$ cat config.mk
export PLATFORM = sky130hd
export DESIGN_NAME = dti_pkt_arbiter_flat
export DESIGN_NICKNAME = d
export VERILOG_FILES = /design/src/rtl/dti_arb_pkg.sv /design/src/rtl/dti.sv /design/src/rtl/rr_pick.sv /design/src/rtl/dti_pkt_arbiter.sv /design/src/flat_wrapper.sv
export SDC_FILE = /design/constraint.sdc
export NUM_CORES = 1
export LEC_CHECK = 0
export BUFFER_PORTS_ARGS = -buffer_cell sky130_fd_sc_hd__buf_2
export CAP_MARGIN = 30
export CORE_ASPECT_RATIO = 0.9
export CORE_UTILIZATION = 35
export DETAILED_ROUTE_END_ITERATION = 12
export HOLD_SLACK_MARGIN = 0.15
export MAX_ROUTING_LAYER = met4
export PLACE_DENSITY = 0.81
export RECOVER_POWER = 100
export REMOVE_ABC_BUFFERS = 1
export SLEW_MARGIN = 20
export SYNTH_ARGS = -nofsm -noshare
export SYNTH_HDL_FRONTEND = slang
export SYNTH_HIERARCHICAL = 1
export SYNTH_SLANG_ARGS = --single-unit
$ cat constraint.sdc
create_clock -name clk -period 3.6 [get_ports clk]
set_clock_uncertainty 0.05 [all_clocks]
set_input_delay 0.36 -clock clk [delete_from_list [all_inputs] [get_ports clk]]
set_output_delay 0.36 -clock clk [all_outputs]
set_load 0.01 [all_outputs]
$ cat src/rtl/dti_arb_pkg.sv
// Shared types for the DTI packet arbiter: FSM state encoding and pointer width helper.
package dti_arb_pkg;

  typedef enum logic [0:0] {
    IDLE = 1'b0,
    LOCK = 1'b1
  } arb_state_e;

  function automatic int ptr_width(input int n);
    return (n <= 2) ? 1 : $clog2(n);
  endfunction

endpackage

$ cat src/rtl/dti.sv
// Valid/ready stream interface used between the arbiter and the downstream FIFO.
interface dti #(
  parameter int DW = 16
);
  logic [DW-1:0] data;
  logic          valid;
  logic          ready;

  modport producer (output data, output valid, input ready);
  modport consumer (input data, input valid, output ready);
endinterface

$ cat src/rtl/rr_pick.sv
// Round-robin winner search: first asserted request at or above ptr, wrapping N-1 -> 0.
module rr_pick #(
  parameter int N  = 4,
  parameter int PW = 2
) (
  input  logic [N-1:0]  req,
  input  logic [PW-1:0] ptr,
  output logic [PW-1:0] winner,
  output logic          any
);

  localparam int PW1 = PW + 1;

  logic [PW:0] idx_s;

  // scan N positions from ptr; explicit compare handles non-power-of-two N
  always_comb begin
    winner = '0;
    any    = 1'b0;
    idx_s  = '0;
    for (int k = 0; k < N; k++) begin
      idx_s = {1'b0, ptr} + PW1'(k);
      if (idx_s >= PW1'(N)) begin
        idx_s = idx_s - PW1'(N);
      end else begin
        idx_s = idx_s;
      end
      if (!any && req[idx_s[PW-1:0]]) begin
        any    = 1'b1;
        winner = idx_s[PW-1:0];
      end else begin
        any    = any;
      end
    end
  end

endmodule

$ cat src/rtl/dti_pkt_arbiter.sv
// Packet-locking round-robin arbiter merging N requesters onto one DTI stream.
// Optional stall watchdog enabled by defining ARB_WATCHDOG_EN.
module dti_pkt_arbiter
  import dti_arb_pkg::*;
#(
  parameter  int N       = 4,
  parameter  int DIN     = 16,
  parameter  int TIMEOUT = 256,
  localparam int PW      = ptr_width(N)
) (
  input  logic             clk,
  input  logic             rst,
  input  logic [N-1:0]     req_valid,
  input  logic [N*DIN-1:0] req_data,
  output logic [N-1:0]     req_ready,
  dti.producer             dout,
  output logic [PW-1:0]    gnt_id,
  output logic             locked,
  output logic             wd_err
);

  arb_state_e    state_r;
  logic [PW-1:0] ptr_r;
  logic [PW-1:0] owner_r;
  logic [PW-1:0] winner_s;
  logic          any_s;
  logic [PW-1:0] sel_s;
  logic [DIN-1:0] data_s;
  logic          valid_s;
  logic          hs_s;
  logic          eot_s;
  logic          wd_fire_s;

  function automatic logic [PW-1:0] wrap_inc(input logic [PW-1:0] p);
    if (p == PW'(N - 1)) begin
      return '0;
    end else begin
      return p + PW'(1);
    end
  endfunction

  rr_pick #(.N(N), .PW(PW)) u_pick (
    .req    (req_valid),
    .ptr    (ptr_r),
    .winner (winner_s),
    .any    (any_s)
  );

  // zero-latency mux; valid never looks at ready, reset masks both directions
  always_comb begin
    sel_s     = (state_r == LOCK) ? owner_r : winner_s;
    data_s    = req_data[int'(sel_s)*DIN +: DIN];
    valid_s   = rst ? 1'b0 : req_valid[sel_s];
    req_ready = '0;
    if (!rst) begin
      req_ready[sel_s] = dout.ready;
    end else begin
      req_ready = '0;
    end
    hs_s  = valid_s & dout.ready;
    eot_s = data_s[DIN-1];
  end

  assign dout.data  = data_s;
  assign dout.valid = valid_s;
  assign gnt_id     = sel_s;
  assign locked     = (state_r == LOCK);

`ifdef ARB_WATCHDOG_EN
  localparam int CW = $clog2(TIMEOUT + 1);

  logic [CW-1:0] cnt_r;
  logic          wd_err_r;

  assign wd_fire_s = (state_r == LOCK) && !req_valid[owner_r] && (cnt_r == CW'(TIMEOUT - 1));
  assign wd_err    = wd_err_r;

  // consecutive owner-idle cycles while locked; error flag is sticky until rst
  always_ff @(posedge clk or posedge rst) begin
    if (rst) begin
      cnt_r    <= '0;
      wd_err_r <= 1'b0;
    end else begin
      if ((state_r == LOCK) && !req_valid[owner_r] && !wd_fire_s) begin
        cnt_r <= cnt_r + CW'(1);
      end else begin
        cnt_r <= '0;
      end
      wd_err_r <= wd_err_r | wd_fire_s;
    end
  end
`else
  assign wd_fire_s = 1'b0;
  assign wd_err    = 1'b0;
`endif

  // arbitration FSM: lock on any non-final grant, rotate pointer only at packet end
  always_ff @(posedge clk or posedge rst) begin
    if (rst) begin
      state_r <= IDLE;
      ptr_r   <= '0;
      owner_r <= '0;
    end else begin
      case (state_r)
        IDLE: begin
          if (any_s) begin
            if (hs_s && eot_s) begin
              ptr_r <= wrap_inc(winner_s);
            end else begin
              state_r <= LOCK;
              owner_r <= winner_s;
            end
          end else begin
            state_r <= IDLE;
          end
        end
        LOCK: begin
          if ((hs_s && eot_s) || wd_fire_s) begin
            state_r <= IDLE;
            ptr_r   <= wrap_inc(owner_r);
          end else begin
            state_r <= LOCK;
          end
        end
        default: begin
          state_r <= IDLE;
        end
      endcase
    end
  end

endmodule

$ cat src/flat_wrapper.sv
// flat-port wrapper written by rule: the top's interface ports become plain ports
module dti_pkt_arbiter_flat import dti_arb_pkg::*;
#(
  parameter  int N       = 4,
  parameter  int DIN     = 16,
  parameter  int TIMEOUT = 256,
  localparam int PW      = ptr_width(N)
)
  (clk, rst, req_valid, req_data, req_ready, gnt_id, locked, wd_err, dout_data, dout_valid, dout_ready);
  dti #(.DW(16)) dout_i ();
  input  logic clk;
  input  logic rst;
  input  logic [N-1:0] req_valid;
  input  logic [N*DIN-1:0] req_data;
  output logic [N-1:0] req_ready;
  output logic [PW-1:0] gnt_id;
  output logic locked;
  output logic wd_err;
  output wire logic [$bits(dout_i.data)-1:0] dout_data;
  output wire logic [$bits(dout_i.valid)-1:0] dout_valid;
  input wire logic [$bits(dout_i.ready)-1:0] dout_ready;
  assign dout_data = dout_i.data;
  assign dout_valid = dout_i.valid;
  assign dout_i.ready = dout_ready;
  dti_pkt_arbiter #(.N(N), .DIN(DIN), .TIMEOUT(TIMEOUT)) u_core (.clk(clk), .rst(rst), .req_valid(req_valid), .req_data(req_data), .req_ready(req_ready), .dout(dout_i), .gnt_id(gnt_id), .locked(locked), .wd_err(wd_err));
endmodule
==> metrics.txt <==
fin worst setup slack=approximately 0.64 ns; first-pass GRT wire length=around 4.8 mm; worst-skew pair later-pin latency=around 0.24 ns; syn_area_per_cell=between 6 and 7 µm²; CTS tree=built; Critical Path RT=3.19 ns; Async SR Flop Fraction=100%; Post-Place Worst Slack=just under 0.8 ns; most common cell after layout, fill and taps aside=buf_2; Post-Route Setup TNS=0 ns; die width=about 59 µm; # IOs=96; run status=finished clean; Reg clk slew, reported paths=0.04 ns; CTS root buf=clkbuf_4; Crit Path Category=flip-flop to output pin; Arrival @ worst endpoint=between 2 and 3 ns; hold-fix buffers at CTS=1; post-cts resize count=0; count of cell types in the netlist=36; routed vias=between 1,000 and 1,500; most frequent cells in the layout=buf_2, nand2_1, clkbuf_1; number of synthesized flops with an enable pin=0; post-synth top area share=23.3%; Worst Hold Launch=dout_ready; Max VDD drop=a little under 0.0003 V; Crit Path Max Fanout=17; fmax=~340 MHz; number of setup buffers added after CTS=0; DRT antenna net count=0; CP startpoint kind=flip-flop; Worst-Margin Slew=around 0.72 ns; worst hold path cell count=2; final number of max-transition violations=0; maxcap violations=0; overall routing resource usage=19.9%; GPL Wtd Cong=roughly 0.89; post-synth top area cell=nand2_1; Rel. slew slack=51.8%; initial antenna violation count=0; Critical Path Sink Type=output pin; clk sinks=5; number of nets in the layout=around 340; starting density of the core=a little under two fifths; critical path startpoint=u_core/ptr_r[1]; diodes inserted=0; Mapped Cells=between 150 and 200; # fillers=336; setup slack, reg-to-reg=approximately 0.81 ns; DRC=0; vias per cell=about 5; Core ar.=between 2000 and 3000 µm²; YS warnings=6; Die Footprint=3120 µm²; multi-input logic area=roughly 780 µm²; share of cells above drive strength 1=approximately a third; PD cells=736 nW/µm²; Area contributors post-synth=nand2_1, dfrtp_1, a31oi_1; r2r worst-path depth=8; Seq. cell area=~130 µm²; cell area after layout=1510 µm²; vias in the first global route=around 1,100; PortBufs=94; post-synthesis sequential area ratio=between 10% and 20%; reg2reg end=u_core/owner_r[0]; 1st-iter DRT viols=85; top_reg_cell synth=dfrtp_1; count of final hold-check violations=0; cell area after synthesis=between 1000 and 1500 µm²; CTS buffer count=3; dpl cell area=~1500 µm²; RSZ-0062 raised after global routing=no; final worst path period need=just under 3 ns; hold slack=about 0.34 ns; standard-cell rows=18; largest net degree at the start of global routing=33; Critical R2R Launch=u_core/ptr_r[1]; Area Growth Syn to Fin=48.8%; static leakage=0.816 nW; DR WL/cell=10.8 µm; Hold Path End=u_core/locked; DP HPWL=2.58 mm; Clock Tree Buf Depth=2; die height=roughly 53 µm; Setup Viol. Count Final=0; DRT Wirelength=about 3.3 mm; Final Cycle Share=roughly 82%; worst min path class=input pin to flip-flop; FF+latch count, synth=5; global route total overflow=0; Clock H-tree levels=1; DRT Pass-1 Iters=4
stage by stage:
step	power (W)	utilization [%]	instances
4_1_cts	0.00117	56.6	301
2_1_floorplan	0.000735	-	158
3_5_place_dp	0.00111	55.3	296
6_report	0.00111	55.0	301
5_1_grt	0.00125	55.0	301
3_3_place_gp	0.00109	55.3	296
Yosys cell counts, types with 2 or more instances:
library cell,number
nand2_1,63
a21oi_1,7
and3_1,15
nand3_1,4
a21boi_0,2
nand3b_1,2
inv_1,9
dfrtp_1,5
nor2_1,7
mux2_2,5
a31oi_1,16
buf_6,2
ha_1,2
buf_1,2
or3b_2,2
clkbuf_1,6
worst max-delay path: stages (launching register included):
cell      delay, ns
dfrtp_1        0.41
a21oi_1        0.08
o21ai_0        0.15
a21oi_1        0.19
mux2i_1        0.45
clkinv_1       0.56
nand3_1        0.28
nor2_1         0.06
clkbuf_1       0.13
logic make-up after synthesis:
group / after synthesis / share of synthesized area (%)
AND/OR/NAND/NOR: 98 / 44.6
AO/OA/AOI/OAI: 35 / 23.8
buffers and inverters: 22 / 9.97
multiplexers: 6 / 6.53
flip-flops: 5 / 12.3
adder cells (fa/ha/maj): 2 / 2.46
other: 1 / 0.369
state kept, by name, summed over array words and instances (netlist names):
name,flops
u_core/ptr_r,2
u_core/locked,1
u_core/owner_r,2
per-layer routing:
metal,share of wire [%],up-vias,GRT usage (%)
met2,50,57,32.4
met4,0,0,5.56
met3,7.1,0,2.93
met1,43,649,25.8
li1,-,777,-
met5,0,-,-
final cells by class:
| cell class | count | area share, % |
|---|---|---|
| Clock buffer | 4 | 1.74 |
| Inverter | 11 | 2.73 |
| Multi-Input combinational cell | 142 | 51.4 |
| Sequential cell | 5 | 8.28 |
| Tap cell | 40 | 3.31 |
| Timing Repair Buffer | 99 | 32.5 |
worst max path at each step:
stage,slack [ns],cells past startpoint,to
detailed placement,0.77,9,req_ready[2]
floorplan,0.41,9,dout_data[0]
finish,0.64,8,req_ready[3]
CTS,0.57,8,req_ready[2]
global route,0.24,7,dout_data[5]
global placement,0.84,13,dout_data[3]
power by group:
part	internal, W	leakage (nW)	switching (W)
Combinational	0.000384	0.743	0.000538
Sequential	0.0000811	0.0580	0.0000470
Clock	0.0000418	0.0150	0.0000206
Total	0.000506	0.816	0.000606
Power figures use the tool's default switching activity.
